$ cat config.mk
export PLATFORM = sky130hd
export DESIGN_NAME = alu_arbiter
export DESIGN_NICKNAME = d
export VERILOG_FILES = /design/src/rtl/alu_arbiter.sv
export SDC_FILE = /design/constraint.sdc
export NUM_CORES = 1
export LEC_CHECK = 0
export ABC_CLOCK_PERIOD_IN_PS = 6600
export BUFFER_PORTS_ARGS = -buffer_cell sky130_fd_sc_hd__buf_2
export CORE_ASPECT_RATIO = 1.25
export CORE_MARGIN = 4
export CORE_UTILIZATION = 30
export CTS_BUF_LIST = sky130_fd_sc_hd__clkbuf_8
export CTS_CLUSTER_SIZE = 8
export DETAILED_ROUTE_END_ITERATION = 16
export SLEW_MARGIN = 15
export SYNTH_ARGS = -nofsm -noshare
export SYNTH_HDL_FRONTEND = slang
export SYNTH_SLANG_ARGS = --single-unit
export TNS_END_PERCENT = 10
$ cat constraint.sdc
create_clock -name clk -period 6.6 [get_ports clk]
set_input_delay 1.65 -clock clk [delete_from_list [all_inputs] [get_ports clk]]
set_output_delay 1.65 -clock clk [all_outputs]
set_load 0.05 [all_outputs]
$ cat src/rtl/alu_arbiter.sv
`default_nettype none
// ============================================================================
//  Module      : alu_arbiter
//  Description : Two-requester arbiter sharing one 32-bit AND/OR/ADD/SUB alu,
//                with a tagged, registered response port.
//  Revision    : 1.0  initial release
// ============================================================================
module alu_arbiter #(
    parameter int PRIO_MODE = 0,
    parameter int CNT_W     = 16
) (
    input  logic             clk,
    input  logic             rst,
    input  logic             req0_valid,
    output logic             req0_ready,
    input  logic [31:0]      req0_a,
    input  logic [31:0]      req0_b,
    input  logic [1:0]       req0_op,
    input  logic             req1_valid,
    output logic             req1_ready,
    input  logic [31:0]      req1_a,
    input  logic [31:0]      req1_b,
    input  logic [1:0]       req1_op,
    output logic             rsp_valid,
    input  logic             rsp_ready,
    output logic             rsp_id,
    output logic [31:0]      rsp_y,
    output logic             rsp_zero,
    output logic             busy,
    output logic [CNT_W-1:0] op_count
);

    typedef enum logic [1:0] {
        S_IDLE = 2'd0,
        S_EXEC = 2'd1,
        S_RESP = 2'd2
    } state_t;

    localparam logic [1:0] c_OP_AND = 2'b00;
    localparam logic [1:0] c_OP_OR  = 2'b01;
    localparam logic [1:0] c_OP_ADD = 2'b10;

    state_t             state_q;
    logic               last_grant_q;
    logic               id_q;
    logic [31:0]        a_q;
    logic [31:0]        b_q;
    logic [1:0]         op_q;
    logic               rsp_valid_q;
    logic               rsp_id_q;
    logic [31:0]        rsp_y_q;
    logic               rsp_zero_q;
    logic [CNT_W-1:0]   op_count_q;

    logic               w_grant;
    logic               w_idle;
    logic               w_accept;
    logic [31:0]        a_d;
    logic [31:0]        b_d;
    logic [1:0]         op_d;
    logic [CNT_W-1:0]   op_count_d;
    logic [31:0]        w_alu_y;
    logic               w_alu_zero;

    // w_grant is the requester id that would win if both are (or it is) valid.
    generate
        if (PRIO_MODE == 1) begin : g_prio_fixed
            assign w_grant = ~req0_valid;
        end else begin : g_prio_rr
            assign w_grant = (req0_valid & req1_valid) ? ~last_grant_q : ~req0_valid;
        end
    endgenerate

    assign w_idle     = (state_q == S_IDLE);
    assign req0_ready = w_idle & req0_valid & ~w_grant;
    assign req1_ready = w_idle & req1_valid &  w_grant;
    assign w_accept   = req0_ready | req1_ready;

    assign a_d        = w_grant ? req1_a  : req0_a;
    assign b_d        = w_grant ? req1_b  : req0_b;
    assign op_d       = w_grant ? req1_op : req0_op;
    assign op_count_d = op_count_q + CNT_W'(1);

    always_comb begin
        w_alu_y = 32'd0;
        case (op_q)
            c_OP_AND: w_alu_y = a_q & b_q;
            c_OP_OR:  w_alu_y = a_q | b_q;
            c_OP_ADD: w_alu_y = a_q + b_q;
            default:  w_alu_y = a_q - b_q;
        endcase
    end
    assign w_alu_zero = (w_alu_y == 32'd0);

    always_ff @(posedge clk) begin
        if (rst) begin
            state_q      <= S_IDLE;
            last_grant_q <= 1'b1;
            id_q         <= 1'b0;
            a_q          <= 32'd0;
            b_q          <= 32'd0;
            op_q         <= 2'b00;
            rsp_valid_q  <= 1'b0;
            rsp_id_q     <= 1'b0;
            rsp_y_q      <= 32'd0;
            rsp_zero_q   <= 1'b0;
            op_count_q   <= '0;
        end else begin
            case (state_q)
                S_IDLE: begin
                    if (w_accept) begin
                        a_q          <= a_d;
                        b_q          <= b_d;
                        op_q         <= op_d;
                        id_q         <= w_grant;
                        last_grant_q <= w_grant;
                        state_q      <= S_EXEC;
                    end
                end
                S_EXEC: begin
                    rsp_y_q     <= w_alu_y;
                    rsp_zero_q  <= w_alu_zero;
                    rsp_id_q    <= id_q;
                    rsp_valid_q <= 1'b1;
                    state_q     <= S_RESP;
                end
                S_RESP: begin
                    // Response is held indefinitely until the consumer takes it.
                    if (rsp_valid_q && rsp_ready) begin
                        rsp_valid_q <= 1'b0;
                        op_count_q  <= op_count_d;
                        state_q     <= S_IDLE;
                    end
                end
                default: state_q <= S_IDLE;
            endcase
        end
    end

    assign rsp_valid = rsp_valid_q;
    assign rsp_id    = rsp_id_q;
    assign rsp_y     = rsp_y_q;
    assign rsp_zero  = rsp_zero_q;
    assign busy      = ~w_idle;
    assign op_count  = op_count_q;

endmodule
`default_nettype wire
* After elaboration in Yosys (flattened, before gate mapping)
Cells that the tools add are included.
** Cells by class
- Add/sub/neg operators :: 3
- Equality and inequality tests :: 6
- Multiplexer cells :: 10
- Bitwise logic cells :: 12
- Reduce and logical (&&, ||, !) cells :: 9
** Operator list (count)
- $pmux 32 s3 :: 1
- $mux 32 :: 2
- $add 32x32->32 :: 1
- $and 32x32->32 :: 1
- $logic_not 32->1 :: 1
- $or 32x32->32 :: 1
- $sub 32x32->32 :: 1
- $add 16x1->16 const B :: 1
- $reduce_and 2->1 :: 4
- $mux 2 :: 3
- $pmux 2 s3 :: 1
- $and 1x1->1 :: 5
- $eq 2x1->1 const B :: 2
- $eq 2x2->1 const B :: 2
- $logic_not 2->1 :: 2
- $not 1->1 :: 4
- $mux 1 :: 2
- $ne 2x1->1 const B :: 1
- $ne 2x2->1 const B :: 1
- $pmux 1 s2 :: 1
- $reduce_bool 2->1 :: 1
- $logic_and 1x1->1 :: 1
- $or 1x1->1 :: 1
** Word-level totals
- Register bits :: 121
- Output and inout bits :: 54
- Word-level logic and storage cells :: 51

* Longest topological paths before layout
Gate-level depths: netlist of the first run.
- Depth in word-level cells :: 7
- Gate-level depth with buffers :: 21

* Least setup slack after synthesis of the first run
No wires, ideal clock.
- Path kind :: input to output
- Start :: input port req1_valid
- End :: output port req1_ready
- Data arrival time :: 3.309 ns
- Data required time :: 4.950 ns
- Slack :: 1.641 ns
- Stages :: 6
- Buffers on the path :: 2
- Cell sequence :: inv_1 o21ai_1 clkbuf_1 clkbuf_1 nand3_1 inv_1
** On the way
- Longest elaborated chain between the ends :: 3
- Elaborated cells between the ends (all ways) :: 4
- Classes of those cells :: mux: 1; bitwise: 3
** Ends and longest elaborated chain
- from (decl) :: RTL line 19 : input logic req1_valid,
- $and 1x1->1 :: RTL line 70 : assign w_grant = (req0_valid & req1_valid) ? ~last_grant_q : ~req0_valid;
- $mux 1 :: RTL line 70
- $and 1x1->1 (*) :: RTL line 76 : assign req1_ready = w_idle & req1_valid & w_grant;
- to (decl) :: RTL line 20 : output logic req1_ready,
Every way passes the cells marked *; elsewhere a longest branch is shown, timed or not.

* Final worst setup path of the first run
Ends and elaborated chain as after synthesis.

==> results by group, run 1 <==
Outcome
  • Status: complete, no violations

STA
  • Setup violators final: 0
  • Min Clock Period, post-route: 4.77 ns
  • Least-Margin Pin Slew: 0.893 ns
  • Clock Skew: 0.0117 ns
  • Slew headroom: 40.3%
  • Slew Limit Fails: 0
  • Max Clock Freq: 0.210 GHz
  • RSZ-0062 raised after global routing: false
  • Final Hold Vio Count: 0
  • Worst Slack Setup Final: 1.83 ns
  • Fin Setup TNS: 0 ns
  • Tcrit/Tclk final: 72.3%

Route
  • Drt wl/cell: 15.8 um
  • Router iterations before antenna repair: 5
  • Met2 wire len: 10900 um
  • Top routing layer in use: met4
  • Iteration-0 DRC Markers: 448
  • Met3 Routed Length: 1090 um
  • Final ANT Viol Nets: 0
  • Via Count: 7637
  • # DRC: 0
  • Wl on met1: 11700 um
  • Wirelength, routed: 23900 um
  • Routed vias/inst: 5.04

Yosys
  • Ys Warns: 0
  • Netlist cell types: 77
  • FFs w/ async S/R, synth: 0%
  • Top FF cell, synth: dfxtp_1
  • Syn_nets: 1184
  • Sequential fraction of the synthesis area: 29.6%
  • EDFF count, synth: 0
  • Post-synthesis register bit count: 121
  • Synthesized area: 8180 um2
  • Post-synthesis average cell area: 8.12 um2
  • Synth Instances: 1007

CTS
  • Clock Sinks: 121
  • Clk slew on worst S/H paths: 0.08 ns
  • H-tree depth: 4
  • Root buf cell: clkbuf_8
  • Post-CTS setup buffer count: 0
  • CTS tree: done
  • CTS Buf Count: 17
  • CTS Buffer Depth: 2
  • CTS Hold Bufs: 0
  • Clock Latency Late Sink: 0.46 ns
  • Post-cts resize count: 0

Setup path
  • WP buf/inv: 4
  • Reg2reg start: op_q[1]
  • Crit-path slowest cell: o21ai_4
  • Worst Path Arrival: 3.12 ns
  • CP Cell Sequence: buf_2 -> inv_1 -> o21ai_4 -> nand3_1 -> inv_1 -> buf_2
  • CP endpoint kind: primary output
  • Cell family with most CP delay: compound AO/OA/AOI/OAI gates
  • Startpoint class of the critical path: primary input
  • Max FO, Critical Path: 21
  • CP Class: in -> out
  • Required @ worst endpoint: 4.95 ns
  • RR Endpoint: rsp_zero
  • FF-to-FF setup slack: 1.92 ns
  • R2R depth: 14
  • Max incr delay on CP: 0.67 ns

Final layout
  • Fillcell total: 2823
  • Multi-input gate area in the final layout: 5450 um2
  • Fraction of layout cells with a size suffix above 1: 22.5%
  • Reg area: 2420 um2
  • # diodes: 0
  • Area Growth Syn to Fin: 20.4%
  • Final #Nets: 1335
  • Finished Layout Cells: 1515

Power and ir drop
  • Leakage: 4.30 nW
  • Pwr dens: 313 nW/um2
  • P_int: 1.81 mW
  • Net Sw Power: 1.27 mW
  • Power share of the combinational group: 45.5%
  • Sw frac: 41.3%
  • Reg power frac: 29.4%
  • Peak supply drop: 104 uV
  • Tot Pwr: 3.09 mW
  • Clock Power Share: 25.1%

Floorplanning
  • Initial core utilization: 30.5%
  • Die span in y: 193 um
  • # IOs: 191
  • CORE AREA: 26800 um2
  • Width of the die: 156 um
  • Die area: 30000 um2
  • Num rows: 67

Hold path
  • WHS Endpoint: rsp_y[14]
  • Hold Startpoint: rsp_y[14]
  • Worst hold path class: reg -> reg
  • WHS Path Cells: 2

Global routing
  • Vias in the first global route: 7008
  • First-pass GRT wire length: 37900 um
  • Largest net degree at the start of global routing: 80
  • GRT overflow: 0
  • Initial antenna violation count: 0
  • Gr usage total: 15.7%

Job
  • Max Cap Violations: 0

Place
  • RD Place Congestion: 0.877
  • Detail Placement HPWL: 18700 um
  • DP Cell Count: 1484
  • Number of port buffers: 190
  • Place WS: 1.81 ns
==> logic make-up after synthesis <==
logic type	synth area share, %
mux	9.10
fa+ha+maj	8.05
compound gates	24.2
buf+inv	4.04
flops	29.6
xor+xnor	6.53
simple gates	18.4
==> power groups by stage <==
stage	combinational, mW	sequential (mW)	clock [mW]
6_report	1.40	0.907	0.774
3_5_place_dp	1.40	0.924	0
2_1_floorplan	1.01	0.970	0
3_3_place_gp	1.40	0.921	0
4_1_cts	1.41	0.908	0.795
5_1_grt	1.56	0.921	0.821
==> cells in the final DEF (no fill, tap or decap), types with 7 or more instances in the layout <==
| cell | n |
|---|---|
| buf_2 | 189 |
| nor2_1 | 150 |
| dfxtp_1 | 121 |
| a211oi_1 | 87 |
| a21oi_1 | 72 |
| mux2i_1 | 71 |
| nand2_1 | 65 |
| o21ai_0 | 44 |
| ha_1 | 39 |
| xnor2_1 | 32 |
| xor2_1 | 29 |
| nor3_1 | 19 |
| nand3_1 | 19 |
| clkbuf_8 | 18 |
| inv_1 | 17 |
| maj3_1 | 15 |
| nand2b_1 | 10 |
| buf_4 | 10 |
| a21o_1 | 9 |
| a31oi_1 | 8 |
| nand4_1 | 8 |
| or3_1 | 7 |
| o31ai_1 | 7 |
| o211ai_1 | 7 |
| o21a_1 | 7 |
==> metal layers <==
| layer | vias to the layer above | track usage, % |
|---|---|---|
| met3 | 16 | 1.93 |
| met2 | 217 | 24.6 |
| li1 | 3969 | - |
| met5 | - | 0 |
| met4 | 0 | 4.41 |
| met1 | 3435 | 22.6 |
==> worst max-delay path by stage <==
stage	startpoint	endpoint	slack (ns)	depth (start not counted)
after floorplan	req1_valid	req1_ready	1.64	6
after global routing	op_q[1]	rsp_zero	1.55	14
after detailed placement	req1_valid	req1_ready	1.81	6
final	req1_valid	req1_ready	1.83	6
after global placement	req1_valid	req1_ready	1.86	6
after CTS	req1_valid	req1_ready	1.81	6
==> per-stage QoR <==
step	hold WS, ns	area (um2)	utilization (%)
2_1_floorplan	0.432	8180	-
3_3_place_gp	0.442	9400	35.0
3_5_place_dp	0.450	9400	35.0
4_1_cts	0.460	9840	36.7
5_1_grt	0.491	9840	36.7
6_report	0.458	9840	36.7
==> area by class of cell <==
| cell class | instances | share of cell area (%) |
|---|---|---|
| multi-input combinational | 801 | 55.4 |
| sequential | 121 | 24.6 |
| timing repair buffer | 199 | 10.4 |
| tap | 345 | 4.38 |
| clock buffer | 18 | 2.52 |
| clock inverter | 13 | 2.05 |
| inverter | 18 | 0.686 |
==> synth_stat cells (all sizes together), types with 3 or more instances <==
| master | n | area (um2) |
|---|---|---|
| a211oi | 89 | 678 |
| a21boi | 4 | 30.0 |
| a21o | 9 | 67.6 |
| a21oi | 73 | 369 |
| a311oi | 4 | 35.0 |
| a31oi | 10 | 83.8 |
| and2 | 3 | 18.8 |
| and3 | 7 | 46.3 |
| and4 | 3 | 26.3 |
| buf | 14 | 63.8 |
| clkbuf | 53 | 199 |
| dfxtp | 121 | 2420 |
| ha | 39 | 488 |
| inv | 17 | 63.8 |
| maj3 | 15 | 150 |
| mux2 | 3 | 33.8 |
| mux2i | 71 | 711 |
| nand2 | 67 | 256 |
| nand2b | 10 | 62.6 |
| nand3 | 19 | 95.1 |
| nand4 | 9 | 62.6 |
| nor2 | 152 | 573 |
| nor2b | 7 | 51.3 |
| nor3 | 20 | 105 |
| nor4 | 7 | 65.1 |
| o2111ai | 3 | 43.8 |
| o211a | 5 | 50.1 |
| o211ai | 7 | 52.6 |
| o21a | 7 | 52.6 |
| o21ai | 48 | 244 |
| o31ai | 9 | 77.6 |
| o41ai | 4 | 42.6 |
| or3 | 7 | 43.8 |
| or4 | 3 | 22.5 |
| xnor2 | 32 | 280 |
| xor2 | 29 | 254 |
==> flip-flops by register name, summed over array words and instances (netlist names) <==
| name | cells |
|---|---|
| a_q | 32 |
| b_q | 32 |
| rsp_y | 32 |
| op_count | 16 |
| op_q | 2 |
| state_q | 2 |
| id_q | 1 |
| last_grant_q | 1 |
| rsp_id | 1 |
| rsp_valid | 1 |
| rsp_zero | 1 |
==> tightest hold or removal path, delay by kind of cell (launching register included) <==
family          cells  cell delay, ns
simple gates        1            0.05
compound gates      1            0.05
flops               1            0.32
(Power assumes the default switching activity.)
==> inputs of run 2 (changes only) <==
- ABC_CLOCK_PERIOD_IN_PS: 6600 -> 4270
- clock period: 6.6 -> 4.27 ns (I/O delays scaled with it)
==> results by group, run 2 (synthesized netlist as in run 1, its figures left out) <==
Outcome
  • Status: complete, no violations (unchanged)

Power and ir drop
  • Leakage: 4.54 nW (was 4.30 nW)
  • Tot Pwr: 4.84 mW (was 3.09 mW)
  • Peak supply drop: 209 uV (was 104 uV)
  • Pwr dens: 470 nW/um2 (was 313 nW/um2)

STA
  • Slew headroom: 43.2% (was 40.3%)
  • Max Clock Freq: 0.246 GHz
  • RSZ-0062 raised after global routing: true (was false)
  • Min Clock Period, post-route: 4.07 ns
  • Least-Margin Pin Slew: 0.851 ns (was 0.893 ns)
  • Clock Skew: 0.0168 ns (was 0.0117 ns)
  • Fin Setup TNS: 0 ns (unchanged)
  • Setup violators final: 0 (unchanged)
  • Final Hold Vio Count: 0 (unchanged)
  • Tcrit/Tclk final: 95.3%
  • Slew Limit Fails: 0 (unchanged)

Global routing
  • Initial antenna violation count: 0 (unchanged)
  • Vias in the first global route: 7417 (was 7008)
  • Gr usage total: 15.8% (was 15.7%)
  • Largest net degree at the start of global routing: 79 (was 80)
  • GRT overflow: 0 (unchanged)
  • First-pass GRT wire length: 38200 um (was 37900 um)

CTS
  • CTS Buffer Depth: 2 (unchanged)
  • H-tree depth: 4 (unchanged)
  • Clk slew on worst S/H paths: 0.08 ns (about the same)
  • Clock Sinks: 121 (unchanged)
  • CTS Buf Count: 17 (unchanged)
  • Root buf cell: clkbuf_8 (unchanged)
  • CTS tree: done (unchanged)
  • Clock Latency Late Sink: 0.45 ns (was 0.46 ns)

Job
  • Max Cap Violations: 0 (unchanged)

Route
  • # DRC: 0 (unchanged)
  • Router iterations before antenna repair: 5 (unchanged)
  • Final ANT Viol Nets: 0 (unchanged)
  • Wirelength, routed: 24100 um (was 23900 um)
  • Via Count: 7803 (was 7637)
  • Routed vias/inst: 5.01 (was 5.04)
  • Drt wl/cell: 15.5 um (was 15.8 um)
  • Iteration-0 DRC Markers: 383 (was 448)

Place
  • RD Place Congestion: 0.894 (was 0.877)
  • Placed Area: 9730 um2 (was 9400 um2)
  • Number of port buffers: 190 (unchanged)
  • Detail Placement HPWL: 19200 um (was 18700 um)

Floorplanning
  • CORE AREA: 26800 um2 (unchanged)
  • Die area: 30000 um2 (unchanged)
  • Initial core utilization: 30.5% (unchanged)
  • # IOs: 191 (unchanged)
  • Width of the die: 156 um (unchanged)
  • Die span in y: 193 um (unchanged)
  • Num rows: 67 (unchanged)

Setup path
  • Worst Path Arrival: 4.41 ns (was 3.12 ns)
  • CP endpoint kind: flop (was primary output)
  • Max FO, Critical Path: 4 (was 21)
  • CP Class: reg -> reg (was in -> out)
  • Required @ worst endpoint: 4.61 ns (was 4.95 ns)
  • Startpoint class of the critical path: flop (was primary input)

Final layout
  • Area Growth Syn to Fin: 25.8% (was 20.4%)
  • Final #Nets: 1380 (was 1335)
  • Fillcell total: 2792 (was 2823)
  • Fin area: 10300 um2 (was 9840 um2)
  • Most common cell after layout, fill and taps aside: buf_2 (unchanged)
  • Fraction of layout cells with a size suffix above 1: 27.3% (was 22.5%)
  • # diodes: 0 (unchanged)
  • Most frequent cells in the layout: buf_2, nor2_1, dfxtp_1 (unchanged)

Hold path
  • Worst hold path class: reg -> reg (unchanged)
-- run 2: changes by cell type in the layout (fill, tap and decap cells not counted), moves of 3 or more --
cell / previous run / this run
a21oi_1: 72 / 68
o21ai_1: 2 / 5
o21ai_2: 1 / 4
clkbuf_8: 18 / 21
o41ai_2: 1 / 4
bufinv_16: 5 / 2
a31oi_2: 1 / 4
o41ai_1: 3 / 0
a21oi_2: 1 / 5
buf_4: 10 / 55
o21ai_0: 44 / 38
o31ai_1: 7 / 4
a31oi_1: 8 / 5
-- run 2: cell type report --
class	count	area, um2	area share, %
Tap cell	345	432	4.20
Clock inverter	9	98.8	0.961
Clock buffer	21	289	2.81
Multi-Input combinational cell	801	5620	54.6
Inverter	18	67.6	0.657
Sequential cell	121	2420	23.5
Timing Repair Buffer	244	1360	13.2
-- run 2: worst max-delay path, stage by stage (launching register included) --
cell	delay [ns]
dfxtp_1	0.31
or3_1	0.42
nor2_4	0.14
nand2_1	0.15
o31ai_2	0.24
xnor2_1	0.10
ha_1	0.37
nand4_2	0.17
or2_1	0.29
a211oi_4	0.25
nor3_1	0.10
xor2_1	0.21
o2111ai_1	0.13
or4_4	0.58
nor4_4	0.16
nand4_1	0.14
o41ai_2	0.21
-- run 2: metrics by stage --
| stage | utilization (%) | worst slack, ns | hold WS [ns] | instances |
|---|---|---|---|---|
| after global placement | 36.3 | 0.0554 | 0.439 | 1528 |
| after global routing | 38.4 | -0.0675 | 0.478 | 1559 |
| final | 38.4 | 0.201 | 0.449 | 1559 |
| after detailed placement | 36.3 | 0.0352 | 0.444 | 1528 |
| after CTS | 37.7 | 0.0108 | 0.450 | 1558 |
| after floorplan | - | 0.00778 | 0.432 | 1007 |
-- run 2: power by group --
part	internal [mW]	switching [mW]
Combinational	0.999	1.43
Clock	0.567	0.453
Sequential	1.26	0.130
Total	2.82	2.02
-- run 2: routing by layer --
layer  wire (um)  GRT usage [%]  vias up
li1            -              -     4068
met1       11600           21.5     3536
met2       11200           26.1      178
met3        1050           2.51       21
met4         303           4.65        0
met5           0              0        -
-- run 2: final timing paths --
kind | from | end | slack [ns] | depth (start not counted)
worst max-delay path | b_q[2] | rsp_zero | 0.20 | 16
worst min-delay path | id_q | rsp_id | 0.45 | 2
worst max register to register | b_q[2] | rsp_zero | 0.20 | 16
worst min register to register | id_q | rsp_id | 0.45 | 2
-- run 2: timing repair --
item | in CTS | in global routing
buffers inserted | 0 | 1
endpoints found under the setup margin | 0 | 5
hold buffers | 0 | 0
hold endpoints to repair | 0 | 0
resized for setup | 0 | 38
